### src/rtl/engine_sched.sv
// Command sequencer for the conv/pool engine: accepts one csb command, feeds operands, waits for the engine result.
// Optional DRAIN watchdog enabled by defining ENGINE_SCHED_TIMEOUT_EN (limit set by TIMEOUT).
module engine_sched #(
    parameter int OP_W    = 3,
    parameter int NUM_W   = 32,
    parameter int TIMEOUT = 4096
) (
    input  logic             clk,
    input  logic             rst_n,
    input  logic             cmd_valid,
    output logic             cmd_ready,
    input  logic [OP_W-1:0]  cmd_op,
    input  logic [NUM_W-1:0] cmd_num,
    input  logic             fifo_empty,
    output logic             fifo_rd,
    output logic [OP_W-1:0]  op_type,
    output logic [NUM_W-1:0] op_num,
    output logic             conv_ready,
    output logic             maxpool_ready,
    output logic             avepool_ready,
    input  logic             conv_valid,
    input  logic             maxpool_valid,
    input  logic             avepool_valid,
    output logic             busy,
    output logic             done,
    output logic             err,
    output logic [1:0]       fsm_state
);
    // cmd_valid/cmd_ready: a command transfers on a rising edge where both are 1.
    typedef enum logic [1:0] {
        IDLE  = 2'd0,
        FEED  = 2'd1,
        DRAIN = 2'd2,
        DONE  = 2'd3
    } state_t;

    localparam logic [OP_W-1:0] OP_CONV1 = OP_W'(1);
    localparam logic [OP_W-1:0] OP_CONV3 = OP_W'(2);
    localparam logic [OP_W-1:0] OP_CONVP = OP_W'(3);
    localparam logic [OP_W-1:0] OP_MPOOL = OP_W'(4);
    localparam logic [OP_W-1:0] OP_APOOL = OP_W'(5);

    if (TIMEOUT < 1) begin : g_bad_timeout
        $error("engine_sched: TIMEOUT must be at least 1");
    end

    function automatic logic is_conv(input logic [OP_W-1:0] op);
        return (op == OP_CONV1) || (op == OP_CONV3) || (op == OP_CONVP);
    endfunction

    function automatic logic is_legal(input logic [OP_W-1:0] op);
        return is_conv(op) || (op == OP_MPOOL) || (op == OP_APOOL);
    endfunction

    state_t           state;
    logic [NUM_W-1:0] cnt;
    logic             err_q;
    logic             engine_valid;

    assign fsm_state = state;
    assign cmd_ready = (state == IDLE);
    assign busy      = (state != IDLE);
    assign done      = (state == DONE);
    assign err       = done & err_q;
    assign fifo_rd   = (state == FEED) && !fifo_empty;

    // Only the valid line belonging to the current opcode can finish DRAIN.
    assign engine_valid = (is_conv(op_type) && conv_valid)
                        || ((op_type == OP_MPOOL) && maxpool_valid)
                        || ((op_type == OP_APOOL) && avepool_valid);

`ifdef ENGINE_SCHED_TIMEOUT_EN
    localparam int WD_W = (TIMEOUT > 1) ? $clog2(TIMEOUT) : 1;
    logic [WD_W-1:0] wd;
`endif

    always_ff @(posedge clk) begin
        if (!rst_n) begin
            state         <= IDLE;
            cnt           <= '0;
            op_type       <= '0;
            op_num        <= '0;
            err_q         <= 1'b0;
            conv_ready    <= 1'b0;
            maxpool_ready <= 1'b0;
            avepool_ready <= 1'b0;
`ifdef ENGINE_SCHED_TIMEOUT_EN
            wd            <= '0;
`endif
        end else begin
            // Strobes trail the read by one cycle so they line up with FIFO data.
            conv_ready    <= fifo_rd && is_conv(op_type);
            maxpool_ready <= fifo_rd && (op_type == OP_MPOOL);
            avepool_ready <= fifo_rd && (op_type == OP_APOOL);

            case (state)
                IDLE: begin
                    if (cmd_valid) begin
                        op_type <= cmd_op;
                        op_num  <= cmd_num;
                        cnt     <= '0;
                        if (!is_legal(cmd_op)) begin
                            err_q <= 1'b1;
                            state <= DONE;
                        end else if (cmd_num == '0) begin
                            err_q <= 1'b0;
                            state <= DONE;
                        end else begin
                            err_q <= 1'b0;
                            state <= FEED;
                        end
                    end
                end
                FEED: begin
                    if (fifo_rd) begin
                        cnt <= cnt + NUM_W'(1);
                        if (cnt == op_num - NUM_W'(1)) begin
                            state <= DRAIN;
`ifdef ENGINE_SCHED_TIMEOUT_EN
                            wd    <= '0;
`endif
                        end
                    end
                end
                DRAIN: begin
                    if (engine_valid) begin
                        err_q <= 1'b0;
                        state <= DONE;
                    end
`ifdef ENGINE_SCHED_TIMEOUT_EN
                    else if (wd == WD_W'(TIMEOUT - 1)) begin
                        err_q <= 1'b1;
                        state <= DONE;
                    end else begin
                        wd <= wd + WD_W'(1);
                    end
`endif
                end
                DONE: begin
                    state <= IDLE;
                end
                default: begin
                    state <= IDLE;
                end
            endcase
        end
    end
endmodule

### config.mk
export PLATFORM = sky130hd
export DESIGN_NAME = engine_sched
export DESIGN_NICKNAME = d
export VERILOG_FILES = /design/src/rtl/engine_sched.sv
export SDC_FILE = /design/constraint.sdc
export NUM_CORES = 1
export LEC_CHECK = 0
export BUFFER_PORTS_ARGS = -buffer_cell sky130_fd_sc_hd__buf_2
export CAP_MARGIN = 20
export CORE_UTILIZATION = 55
export CTS_BUF_LIST = sky130_fd_sc_hd__clkbuf_4
export DETAILED_ROUTE_END_ITERATION = 10
export PLACE_DENSITY = 0.88
export SYNTH_ARGS = -nofsm -noshare
export SYNTH_HDL_FRONTEND = slang
export SYNTH_SLANG_ARGS = --single-unit
### constraint.sdc
create_clock -name clk -period 3.3 [get_ports clk]
set_input_delay 0.66 -clock clk [delete_from_list [all_inputs] [get_ports clk]]
set_output_delay 0.66 -clock clk [all_outputs]
set_load 0.02 [all_outputs]
[After elaboration in Yosys (flattened, before gate mapping)]
Index checks and enable logic that the tools add are counted.
Storage, ports and cells
  register bits after elaboration: 73
  bits of input ports: 42
  output and inout port bits: 45
  word-level logic and storage cells: 68
Operators by class
  add/subtract/negate cells: 2
  eq/ne operators: 18
  multiplexer cells: 14
  bitwise gates (word level): 1
  reductions and logical operators: 25
Operators with widths (number)
  $mux 32: 2
  $pmux 32 s2: 1
  $add 32x1->32 const B: 1
  $eq 32x32->1: 1
  $logic_not 32->1: 1
  $sub 32x1->32 const B: 1
  $eq 3x2->1 const B: 4
  $eq 3x3->1 const B: 4
  $mux 2: 6
  $logic_or 1x1->1: 8
  $pmux 2 s4: 1
  $logic_and 1x1->1: 7
  $eq 3x1->1 const B: 2
  $ne 2x2->1 const B: 3
  $reduce_and 3->1: 2
  $reduce_bool 2->1: 3
  $eq 2x2->1 const B: 2
  $reduce_and 4->1: 1
  $mux 1: 3
  $eq 2x1->1 const B: 1
  $logic_not 2->1: 1
  $ne 2x1->1 const B: 1
  $pmux 1 s2: 1
  $reduce_and 2->1: 1
  other kinds (2): 2

[Depth between registers and ports, before layout]
  depth after elaboration: 8
  mapped depth: 11
  depth with buffers taken out: 10

[Worst setup path before layout]
Ideal clock, no wire load.
  path kind: flip-flop to flip-flop
  start: register state[0], in the netlist fsm_state[0]
  end: register cnt[29]
  setup time: 0.128 ns
  arrival time: 2.894 ns
  data required time: 3.172 ns
  slack: 0.279 ns
  stages on the path, launching flop included: 12
  buffers on the path: 1
  period minus slack after synthesis: 3.021 ns
  cells stage by stage: dfxtp_1 -> inv_1 -> ha_1 -> buf_6 -> mux2i_1 -> nor4b_1 -> nor3b_1 -> and3_1 -> nor2b_1 -> nand3_1 -> xor2_1 -> nor2_1
On the way
  elaborated cells between the ends (all ways): 8
  those cells by class: eq/ne: 3; mux: 1; reduce/logical: 4
RTL lines
  from (decl): line 55  | state_t state;
  from (signal assigned): line 79  | state <= IDLE;
  from (signal assigned): line 104  | state <= DONE;
  from (signal assigned): line 107  | state <= DONE;
  $logic_not 2->1 *
  via cmd_ready: line 11  | output logic cmd_ready,
  $ne 2x2->1 (no source line) or $reduce_bool 2->1 (tied branches)
  $reduce_and 3->1 (no source line)
  to (signal assigned): line 116  | cnt <= cnt + NUM_W'(1);
  to (decl): line 56  | logic [NUM_W-1:0] cnt;
Mark *: on every way through the listed nets, which the timed path passes. The rest lies on a longest branch.
A chain may end at the register's enable or synchronous reset.

[Worst setup path in the final report]
  start: register op_num[25]
  end: register state[0], in the netlist fsm_state[0]
On the way
  word-level cells in the longest chain between the ends: 4
RTL lines
  from (decl): line 17  | output logic [NUM_W-1:0] op_num,
  from (signal assigned): line 100  | op_num <= cmd_num;
  $sub 32x1->32: line 117  | if (cnt == op_num - NUM_W'(1)) begin
  $eq 32x32->1: line 117
  $ne 2x1->1 (no source line)
  $reduce_and 4->1 (no source line)
  to (signal assigned): line 110  | state <= FEED;
  to (signal assigned): line 118  | state <= DRAIN;
  to (signal assigned): line 128  | state <= DONE;
Every way passes these cells.

==> flow_summary.json <==
{
  "outcome": "finished clean",
  "initial_core_util_pct": 56.9,
  "hold_violations": 0,
  "finalNonFillerCells": 733,
  "worstSkewPairLatency_ps": 420,
  "ys_warn_count": 0,
  "nNetsFinal": 675,
  "met3_usage_pct": 7.88,
  "cts_root_buffer": "clkbuf_4",
  "hold_ws_ps": 485,
  "ff2ff_path_depth": 8,
  "cts_hold_buf": 0,
  "final_common_cell": "nand2_1",
  "min_from": "cmd_num[26]",
  "synth_ff_type": "dfxtp_1",
  "crit_chain": "or4_4, or4_1, a2111o_1, a211o_1, and4bb_1, nand4_1, o31ai_2, mux2i_1",
  "grt_use_met1_pct": 34.4,
  "ys_ff_latch": 73,
  "grt-busiest-layer": "met2",
  "synth_fa_ha_area_share_pct": 1.70,
  "final_core_util_pct": 65.5,
  "dr_total_vias": 4397,
  "min_to": "op_num[26]",
  "num_rows": 32,
  "crit_family": "simple AND/OR/NAND/NOR gates",
  "path_max_fanout": 8,
  "vias_per_cell": 6.00,
  "ant_nets": 0,
  "cts_resized": 0,
  "synth_top_family_by_area": "simple AND/OR/NAND/NOR gates",
  "cap_violations": 0,
  "place.gp.congestion": 0.955,
  "max_stage_delay_ps": 580,
  "clk_pin_slew_ps": 110,
  "routed_wl_um": 11800,
  "syn_avg_cell_area_um2": 8.05,
  "htreeDepth": 3,
  "post-route-cell-area_mm2": 0.00509,
  "syn_to_final_growth_pct": 15.0,
  "syn-instance-count": 549,
  "fp.dieW_um": 91.7,
  "worst_r2r_endpoint": "fsm_state[0]",
  "dpl.hpwl_um": 8680,
  "power.density_mw_per_mm2": 633,
  "cts_setup_buffers": 0,
  "synthXorXnorAreaFrac_pct": 13.3,
  "holdPathStages": 3,
  "ios": 87,
  "setup_ws_ps": 228,
  "synthTopCellsByArea": "dfxtp_1, nand2_1, xor2_1",
  "drive_above_1_share_pct": 20.6,
  "clock_skew_ps": 8.46,
  "synth_compound_area_share_pct": 15.2,
  "hp-class": "input port to flip-flop",
  "setup_viol": 0,
  "synth_edf_count": 0,
  "grt_pass1_wl_um": 19300,
  "nFillCells": 673,
  "rsz0062_at_grt": "no",
  "port-buffer-count": 86,
  "core_region_area_mm2": 0.00777,
  "slew_violations": 0,
  "place_area_mm2": 0.00493,
  "vdd_drop_max_v": 0.000529,
  "dieHeight_um": 91.7,
  "syn_area_mm2": 0.00442,
  "fmax_ghz": 0.326,
  "leakagePower_nw": 2.12,
  "finalCritPeriodShare_pct": 93.1,
  "drcViolationCount": 0,
  "grt_usage_pct": 28.8,
  "min_period_ps": 3070,
  "global_route.usage.met2_pct": 48.6,
  "antennaDiodeCount": 0,
  "reg2reg_from": "op_num[25]",
  "cts.path.max_buffers": 2,
  "first_pass_iters": 5,
  "worst_path_max_delay_cell": "or4_4",
  "worstSetupStartpointType": "flip-flop",
  "drt-wirelength-per-cell_um": 16.0,
  "critical_path_class": "flip-flop to flip-flop",
  "synth_top_area_share_pct": 33.1,
  "antenna_found_initial": 0,
  "first_iter_violations": 275,
  "synth_nets": 597,
  "critical_path_buf_inv_count": 0,
  "r2r_slack_ps": 230,
  "synth.distinct_cells": 61,
  "muxShareOfSynthArea_pct": 2.35,
  "max_slew_margin_pct": 52.3,
  "final_cell_mix": "nand2_1, buf_2, dfxtp_1",
  "cts_buffers": 9,
  "pre_cts_ws_ps": 300,
  "die_area_mm2": 0.00840,
  "yosysSeqAreaShare_pct": 33.1,
  "end_kind": "flip-flop",
  "grt_overflow": 0,
  "critical_path_required_ps": 3660,
  "worstPathArrival_ps": 3430,
  "grt_pass1_vias": 4019,
  "fin_setup_tns_ps": 0,
  "synth_top_area_cell": "dfxtp_1",
  "dp_cells": 718,
  "synthArstFlopShare_pct": 0,
  "cts_tree": "yes",
  "total_power_mw": 3.22,
  "cts.sinks": 73,
  "yosys.area_share.simple_pct": 30.7,
  "worst_slew_pin_slew_ps": 714,
  "grt_max_degree": 45
}
## state kept, by name, indices dropped and copies added (netlist names)
register,flops
avepool_ready,1
cnt,32
conv_ready,1
err_q,1
fsm_state,2
maxpool_ready,1
op_num,32
op_type,3
## worst max path at each step
stage | slack [ps] | end | cells past startpoint | startpoint
global placement | 370 | fsm_state[1] | 8 | op_num[25]
global route | 7 | cnt[29] | 10 | fsm_state[0]
floorplan | 280 | cnt[29] | 11 | fsm_state[0]
detailed placement | 300 | fsm_state[0] | 8 | op_num[25]
CTS | 270 | fsm_state[0] | 8 | op_num[25]
finish | 230 | fsm_state[0] | 8 | op_num[25]
## report_power, final
part	switching [mW]	internal [mW]
sequential	0.174	0.973
clock	0.304	0.317
combinational	0.888	0.567
## cell families after synthesis
group / count (synthesis)
AOI/OAI and AO/OA: 91
xor gates and xnor gates: 67
DFF: 73
and+or+nand+nor: 263
buffers and inverters: 39
muxes: 10
adders and majority gates: 6
## synth_stat cells, types with 2 or more instances
cell type  count
nand2_1      101
dfxtp_1       73
nor2_1        46
xor2_1        38
a21boi_0      36
xnor2_1       29
clkbuf_1      27
nand3_1       17
nor4_1        15
and3_1        14
nand4_1       13
nor3_1        12
o21ai_0       10
inv_1          8
a21oi_1        7
mux2i_1        7
ha_1           6
nor2b_1        6
or4_1          6
and4_1         5
a211oi_1       4
nor4_2         4
nor4b_1        4
o211ai_1       4
o31ai_1        4
a31oi_1        3
mux2_2         3
o311ai_0       3
or3_1          3
or4b_1         3
a211o_1        2
a22oi_1        2
and2_1         2
and4b_1        2
nor3b_1        2
o31ai_2        2
or3_2          2
## routing by layer
metal	part of all wire [%]	up-vias
li1	-	2100
met1	41	2081
met4	2.1	0
met5	0	-
met2	50	187
met3	7.1	29
## worst register-to-register path: stages (launching register included)
cell and delay, ps:
dfxtp_1 400, or4_4 580, or4_1 550, a2111o_1 430, a211o_1 300, and4bb_1 240, nand4_1 150, o31ai_2 140
mux2i_1 220
## final cells by class
cell class | count | area, um2 | share of cell area (%)
Multi-Input combinational cell | 437 | 2800 | 55.0
Inverter | 8 | 30.0 | 0.590
Clock buffer | 11 | 82.6 | 1.62
Timing Repair Buffer | 98 | 520 | 10.2
Tap cell | 102 | 128 | 2.51
Sequential cell | 73 | 1460 | 28.7
Clock inverter | 4 | 68.8 | 1.35
Note: power is estimated with default switching activity, not from simulation.
